`config.mk`:
```
export PLATFORM = sky130hd
export DESIGN_NAME = fridge_temp_ctrl
export DESIGN_NICKNAME = d
export VERILOG_FILES = /design/src/rtl/fridge_temp_ctrl.sv
export SDC_FILE = /design/constraint.sdc
export NUM_CORES = 1
export LEC_CHECK = 0
export CAP_MARGIN = 20
export CORE_UTILIZATION = 60
export CTS_CLUSTER_SIZE = 24
export DETAILED_ROUTE_END_ITERATION = 7
export PLACE_DENSITY = 0.76
export REMOVE_ABC_BUFFERS = 1
export SLEW_MARGIN = 10
export SYNTH_ARGS = -nofsm -noshare
export SYNTH_HDL_FRONTEND = slang
export SYNTH_SLANG_ARGS = --single-unit
```
`constraint.sdc`:
```
create_clock -name clk -period 18.7 [get_ports clk]
set_clock_uncertainty 0.2 [all_clocks]
set_input_delay 4.675 -clock clk [delete_from_list [all_inputs] [get_ports clk]]
set_output_delay 4.675 -clock clk [all_outputs]
set_load 0.005 [all_outputs]
```
`src/rtl/fridge_temp_ctrl.sv`:
```
// Refrigerator thermostat: polls a 12-bit SPI ADC, runs a hysteresis compressor loop, raises alarms
// and scans a 4-digit 7-segment display. Defining DEFROST_EN adds a periodic defrost heater timer.
module fridge_temp_ctrl #(
  parameter int          SAMPLE_CYCLES     = 100000,
  parameter int          SPI_DIV           = 5,
  parameter int          DEBOUNCE_CYCLES   = 20000,
  parameter int          DOOR_ALARM_CYCLES = 1200000000,
  parameter int          HYST              = 10,
  parameter int          HIGH_ALARM        = 50,
  parameter int          DIGIT_CYCLES      = 10000,
  parameter logic [31:0] DEFROST_PERIOD    = 32'hFFFF_FFFF,
  parameter logic [31:0] DEFROST_LEN       = 32'd100000000
) (
  input  logic       clk,
  input  logic       rst_n,
  input  logic       adc_miso,
  output logic       adc_mosi,
  output logic       adc_sclk,
  output logic       adc_cs_n,
  output logic       compressor_pwm,
  output logic       alarm,
  input  logic       door_sensor,
  input  logic       button_up,
  input  logic       button_down,
  input  logic       button_mode,
  output logic [6:0] seven_seg,
  output logic [3:0] digit_sel,
  output logic [3:0] status_led,
  output logic       defrost_heater
);
  localparam int SW  = $clog2(SAMPLE_CYCLES + 1);
  localparam int DW  = $clog2(SPI_DIV + 1);
  localparam int DBW = $clog2(DEBOUNCE_CYCLES + 1);
  localparam int CW  = $clog2(DIGIT_CYCLES + 1);
  localparam logic signed [11:0] HYST_S = 12'(HYST);
  localparam logic signed [11:0] HIGH_S = 12'(HIGH_ALARM);

  typedef enum logic {SPI_IDLE, SPI_BUSY} spi_state_t;

  // sync bit order: {miso, door, mode, down, up}
  logic [4:0] sync1, sync2;
  logic       miso_s, door_s;
  logic [2:0] btn_deb, btn_rise;
  logic [DBW-1:0] deb_cnt [3];

  always_ff @(posedge clk) begin
    if (!rst_n) begin
      sync1 <= '0;
      sync2 <= '0;
    end else begin
      sync1 <= {adc_miso, door_sensor, button_mode, button_down, button_up};
      sync2 <= sync1;
    end
  end
  assign miso_s = sync2[4];
  assign door_s = sync2[3];

  always_ff @(posedge clk) begin
    if (!rst_n) begin
      btn_deb  <= '0;
      btn_rise <= '0;
      for (int i = 0; i < 3; i++) deb_cnt[i] <= '0;
    end else begin
      for (int i = 0; i < 3; i++) begin
        btn_rise[i] <= 1'b0;
        if (sync2[i] == btn_deb[i]) begin
          deb_cnt[i] <= '0;
        end else if (deb_cnt[i] == DBW'(DEBOUNCE_CYCLES - 1)) begin
          btn_deb[i]  <= sync2[i];
          btn_rise[i] <= sync2[i];
          deb_cnt[i]  <= '0;
        end else begin
          deb_cnt[i] <= deb_cnt[i] + 1'b1;
        end
      end
    end
  end

  logic [SW-1:0] smp_cnt;
  logic          smp_tick;
  assign smp_tick = (smp_cnt == SW'(SAMPLE_CYCLES - 1));

  always_ff @(posedge clk) begin
    if (!rst_n) smp_cnt <= '0;
    else        smp_cnt <= smp_tick ? '0 : smp_cnt + 1'b1;
  end

  // half counts SCLK half-periods: even -> rising edge (sample), odd -> falling edge, 32 -> cs_n release
  spi_state_t    spi_state;
  logic [DW-1:0] div_cnt;
  logic [5:0]    half;
  logic [14:0]   sr;
  logic [11:0]   code;
  logic          valid, code_upd;

  always_ff @(posedge clk) begin
    if (!rst_n) begin
      spi_state <= SPI_IDLE;
      adc_cs_n  <= 1'b1;
      adc_sclk  <= 1'b0;
      adc_mosi  <= 1'b0;
      div_cnt   <= '0;
      half      <= '0;
      sr        <= '0;
      code      <= '0;
      valid     <= 1'b0;
      code_upd  <= 1'b0;
    end else begin
      code_upd <= 1'b0;
      case (spi_state)
        SPI_IDLE: if (smp_tick) begin
          spi_state <= SPI_BUSY;
          adc_cs_n  <= 1'b0;
          adc_mosi  <= 1'b1;
          div_cnt   <= '0;
          half      <= '0;
        end
        default: if (div_cnt == DW'(SPI_DIV - 1)) begin
          div_cnt <= '0;
          half    <= half + 6'd1;
          if (half == 6'd32) begin
            adc_cs_n  <= 1'b1;
            code      <= sr[14:3];
            valid     <= 1'b1;
            code_upd  <= 1'b1;
            spi_state <= SPI_IDLE;
          end else begin
            adc_sclk <= ~half[0];
            if (!half[0]) sr <= {sr[13:0], miso_s};
            else          adc_mosi <= 1'b0;
          end
        end else begin
          div_cnt <= div_cnt + 1'b1;
        end
      endcase
    end
  end

  logic [21:0]        scaled;
  logic signed [11:0] temp_t;
  logic               fault;
  logic               unused_bits;
  assign scaled      = 22'(code) * 22'd1000;
  assign temp_t      = $signed({2'b00, scaled[21:12]}) - 12'sd500;
  assign fault       = (code == 12'd0) || (code == 12'hFFF);
  assign unused_bits = ^{sr[2:0], scaled[11:0]};

`ifdef DEFROST_EN
  logic [31:0] dfr_cnt;
  always_ff @(posedge clk) begin
    if (!rst_n) begin
      dfr_cnt        <= '0;
      defrost_heater <= 1'b0;
    end else begin
      dfr_cnt        <= (dfr_cnt == DEFROST_PERIOD - 32'd1) ? '0 : dfr_cnt + 32'd1;
      defrost_heater <= (dfr_cnt < DEFROST_LEN);
    end
  end
`else
  logic unused_defrost;
  assign unused_defrost = ^{DEFROST_PERIOD, DEFROST_LEN};
  assign defrost_heater = 1'b0;
`endif

  logic [31:0]        door_cnt;
  logic               door_alarm;
  logic signed [11:0] sp;
  logic               show_sp, high_alarm, fault_r;
  assign door_alarm = door_s && (door_cnt >= 32'(DOOR_ALARM_CYCLES));

  always_ff @(posedge clk) begin
    if (!rst_n) begin
      door_cnt       <= '0;
      sp             <= 12'sd40;
      show_sp        <= 1'b0;
      high_alarm     <= 1'b0;
      fault_r        <= 1'b0;
      compressor_pwm <= 1'b0;
      alarm          <= 1'b0;
    end else begin
      if (!door_s)                          door_cnt <= '0;
      else if (door_cnt != 32'hFFFF_FFFF)   door_cnt <= door_cnt + 32'd1;
      if (btn_rise[0] && !btn_rise[1])      sp <= (sp >= 12'sd90)   ? 12'sd100  : sp + 12'sd10;
      else if (btn_rise[1] && !btn_rise[0]) sp <= (sp <= -12'sd190) ? -12'sd200 : sp - 12'sd10;
      if (btn_rise[2]) show_sp <= ~show_sp;
      if (code_upd) begin
        fault_r    <= fault;
        high_alarm <= (temp_t >= sp + HIGH_S);
      end
      if (defrost_heater) compressor_pwm <= 1'b0;
      else if (code_upd) begin
        if (fault)                        compressor_pwm <= 1'b0;
        else if (temp_t >= sp + HYST_S)   compressor_pwm <= 1'b1;
        else if (temp_t <= sp - HYST_S)   compressor_pwm <= 1'b0;
      end
      alarm <= door_alarm | high_alarm | (valid & fault_r);
    end
  end

  assign status_led = {defrost_heater, alarm, door_s, compressor_pwm};

  function automatic logic [6:0] seg7(input logic [3:0] d);
    case (d)
      4'd0: return 7'h3F;  4'd1: return 7'h06;  4'd2: return 7'h5B;  4'd3: return 7'h4F;
      4'd4: return 7'h66;  4'd5: return 7'h6D;  4'd6: return 7'h7D;  4'd7: return 7'h07;
      4'd8: return 7'h7F;  4'd9: return 7'h6F;  default: return 7'h00;
    endcase
  endfunction

  // signed division truncates toward zero, which is the display rounding we want
  logic signed [11:0] disp_val, whole;
  logic               disp_neg, dash_all, dig_tick;
  logic [11:0]        mag;
  logic [3:0]         tens, units, next_sel;
  logic [6:0]         next_seg;
  logic [CW-1:0]      dig_cnt;
  assign disp_val = show_sp ? sp : temp_t;
  assign whole    = disp_val / 12'sd10;
  assign disp_neg = (whole < 12'sd0);
  assign mag      = disp_neg ? 12'(-whole) : 12'(whole);
  assign tens     = 4'(mag / 12'd10);
  assign units    = 4'(mag % 12'd10);
  assign dash_all = !show_sp && !valid;
  assign dig_tick = (dig_cnt == CW'(DIGIT_CYCLES - 1));
  assign next_sel = dig_tick ? {digit_sel[0], digit_sel[3:1]} : digit_sel;

  always_comb begin
    next_seg = 7'h00;
    if (dash_all) next_seg = 7'h40;
    else begin
      case (next_sel)
        4'b1000: next_seg = disp_neg ? 7'h40 : 7'h00;
        4'b0100: next_seg = (tens == 4'd0) ? 7'h00 : seg7(tens);
        4'b0010: next_seg = seg7(units);
        4'b0001: next_seg = show_sp ? 7'h6D : 7'h77;
        default: next_seg = 7'h00;
      endcase
    end
  end

  always_ff @(posedge clk) begin
    if (!rst_n) begin
      dig_cnt   <= '0;
      digit_sel <= 4'b1000;
      seven_seg <= 7'h00;
    end else begin
      dig_cnt   <= dig_tick ? '0 : dig_cnt + 1'b1;
      digit_sel <= next_sel;
      seven_seg <= next_seg;
    end
  end
endmodule

```
==> results by group <==
Synthesis
  • EDFF count, synth: 45
  • Post-synthesis register bit count: 193
  • Syn Area/Cell: 8.27 um^2
  • Post-synth cell types: 115
  • Post-Synthesis Cell Area: 15700 um^2
  • Cells after synthesis: 1899
  • Warnings from Yosys: 0
  • Primary FF master, synth: dfxtp_1
  • Sequential share of the synthesized area: 27.5%
  • Post-synth ARST share: 0%

Worst setup path
  • Delay-heaviest family, CP: compound AO/OA/AOI/OAI gates
  • Crit Reg-Reg Endpoint: seven_seg[4]
  • CP arrival: 14.81 ns
  • Reg-to-reg setup timing slack: 4.00 ns
  • RR Startpoint: code[2]
  • Critical path buffers and inverters: 4
  • Crit path to: seven_seg[4]
  • Required time worst endpoint: 18.81 ns
  • Crit end category: register
  • CP startpoint: code[2]
  • CP Max Fanout: 15
  • Crit path kind: register to register
  • Setup crit start kind: register
  • Crit path depth: 42
  • R2r worst-path depth: 42
  • Slowest-stage cell, CP: o311ai_1
  • Max stage delay on crit path: 0.70 ns

Flow run
  • Maxcap violations: 0

Place
  • Placement Cell Area: 16200 um^2
  • HPWL Detailed: 26.5 mm
  • Port Buffers: 25
  • Dpl ws: 4.31 ns
  • GP Congestion: 0.915

Clock tree
  • Post-CTS sizing: 0
  • CTS tree: yes
  • Later-pin clock latency in the skew report: 0.44 ns
  • CTS Sinks: 193
  • Post-CTS setup buffers: 0
  • Cts hold-fix bufs: 0
  • Clk buf depth: 2
  • TritonCTS Buffers: 17
  • Root Driver: clkbuf_16
  • Clock Pin Slew Worst Setup and Hold Paths: 0.08 ns
  • H-tree lvl count: 4

Cells and area
  • Fin area: 16800 um^2
  • Antenna fix cells: 0
  • Final Core Density: 66.2%
  • Share of layout cells above drive strength 1: 5.82%
  • Area grow syn2layout: 7.12%
  • Layout Nets: 2055

Global routing
  • Total global routing overflow: 0
  • Largest net degree at the start of global routing: 78
  • Number of global-route vias before repair: 12.6k
  • Initial antenna violation count: 0
  • First-pass GRT wire length: 59.0 mm
  • Gr usage total: 26.5%

Power and ir drop
  • P per Cell Area: 48.6 nW/um^2
  • Leakage: 6.30 nW
  • VDD IR-drop max: 0.0781 mV

STA
  • Top achievable clock speed: 68.0 MHz
  • Final worst slack: 4.00 ns
  • Final Hold Vio Count: 0
  • Rel. slew slack: 29.5%
  • Setup_tns: 0 ns
  • RSZ-0062 raised after global routing: no
  • Tmin final: 14.70 ns
  • Final Setup Violations: 0
  • Least-Margin Pin Slew: 1.05 ns
  • Max-slew violation count: 0
  • Hold Worst Slack: 0.233 ns
  • Final period util: 78.6%

Routing
  • DRT antenna net count: 0
  • DRC Markers: 0
  • Pre-antenna DRT Iters: 5
  • Drt via density: 6.00
  • Drt total wl: 35.1 mm
  • Wire per inst: 15.6 um
  • Vias: 13.5k
  • Iter 0 DRT Violations: 1105

Min path
  • Hold WC Path Type: register to register

Floorplanning
  • I/O pins: 28
  • Die Ht: 164 um
  • CORE AREA: 25400 um^2
  • Die area: 26800 um^2
  • Starting Density: 61.8%
  • Die Wd: 164 um
  • Row Count: 58

Run status
  • Status: complete, no violations
where the power goes:
| part | total (mW) | internal [mW] | switching (mW) | leakage, nW |
|---|---|---|---|---|
| Combinational | 0.0184 | 0.00784 | 0.0105 | 4.34 |
| Clock | 0.361 | 0.185 | 0.176 | 0.296 |
| Sequential | 0.438 | 0.432 | 0.00557 | 1.66 |
per-layer routing:
metal	track usage, %	vias up	share of wire, %
met1	36.4	6403	47
li1	-	6723	-
met3	3.31	39	4.2
met2	44.2	359	48
met4	6.69	0	1.4
met5	0	-	0
flip-flops by register name (all words and copies together), names as in the netlist, 6 cells and up:
name	cells
sp	11
code	12
smp_cnt	17
seven_seg	7
half	6
deb_cnt	45
dig_cnt	14
sr	15
door_cnt	32
area by class of cell:
cell class | count | area [um^2]
Tap cell | 330 | 413
Timing Repair Buffer | 32 | 318
Sequential cell | 193 | 4310
Inverter | 98 | 368
Fill cell | 2188 | 8580
Clock inverter | 14 | 154
Multi-Input combinational cell | 1568 | 10800
Clock buffer | 18 | 439
cell families after synthesis:
kind of cell               count (synthesis)  share of synthesized area [%]
other                                      2                         0.0478
and+or+nand+nor                          765                           23.6
buffers and inverters                    183                           4.73
muxes                                     28                           2.01
AOI/OAI and AO/OA                        418                           19.3
xor gates and xnor gates                 171                           10.0
DFF                                      193                           27.5
adders and majority gates                139                           12.8
how the worst min path moves through the flow:
stage,start,to,slack [ns],cells after the start
3_5_place_dp,sync1[1],sync2[1],0.22,1
2_1_floorplan,sync1[0],sync2[0],0.21,1
3_3_place_gp,sync1[4],sync2[4],0.21,1
5_1_grt,sync1[4],sync2[4],0.25,1
6_report,sync1[1],sync2[1],0.23,1
4_1_cts,sync1[1],sync2[1],0.24,1
worst reg2reg max path, delay by kind of cell, from the launching register on:
kind            cells  cell delay [ns]
compound gates     14             5.29
xor+xnor            3             1.37
fa+ha+maj           8             3.27
buf+inv             4             0.51
flops               1             0.48
mux                 4             1.60
simple gates        9             1.86
cell usage in the layout (no fill, tap or decap), drive strengths merged, types with 19 or more instances in the layout:
cell | synthesis | final
and2 | 37 | 37
dfxtp | 148 | 148
a21oi | 90 | 90
nand2 | 209 | 209
xor2 | 95 | 95
o21ai | 86 | 86
ha | 101 | 101
xnor2 | 74 | 74
nor3 | 34 | 34
nor2 | 210 | 210
inv | 97 | 107
nand4 | 35 | 35
edfxtp | 45 | 45
a211oi | 21 | 21
nand3 | 93 | 93
a21boi | 40 | 40
mux2i | 19 | 19
o211ai | 21 | 21
clkdlybuf4s50 | 0 | 24
fa | 37 | 37
and3 | 35 | 35
conb | 2 | 47
Yosys cell counts (45+ instances only):
master,instances,area (um^2)
edfxtp_1,45,1350
nand2_1,209,785
nor2_1,209,785
nand3_1,90,450
a21oi_1,80,400
xor2_1,93,815
dfxtp_1,148,2960
o21ai_0,74,370
xnor2_1,71,622
clkbuf_1,52,195
inv_1,97,364
ha_1,101,1260
per-stage QoR:
step           power (mW)  instances
5_1_grt             0.845       2253
4_1_cts             0.824       2252
3_5_place_dp        0.465       2220
2_1_floorplan       0.458       1859
6_report            0.817       2253
3_3_place_gp        0.465       2220
(Power assumes the default switching activity.)
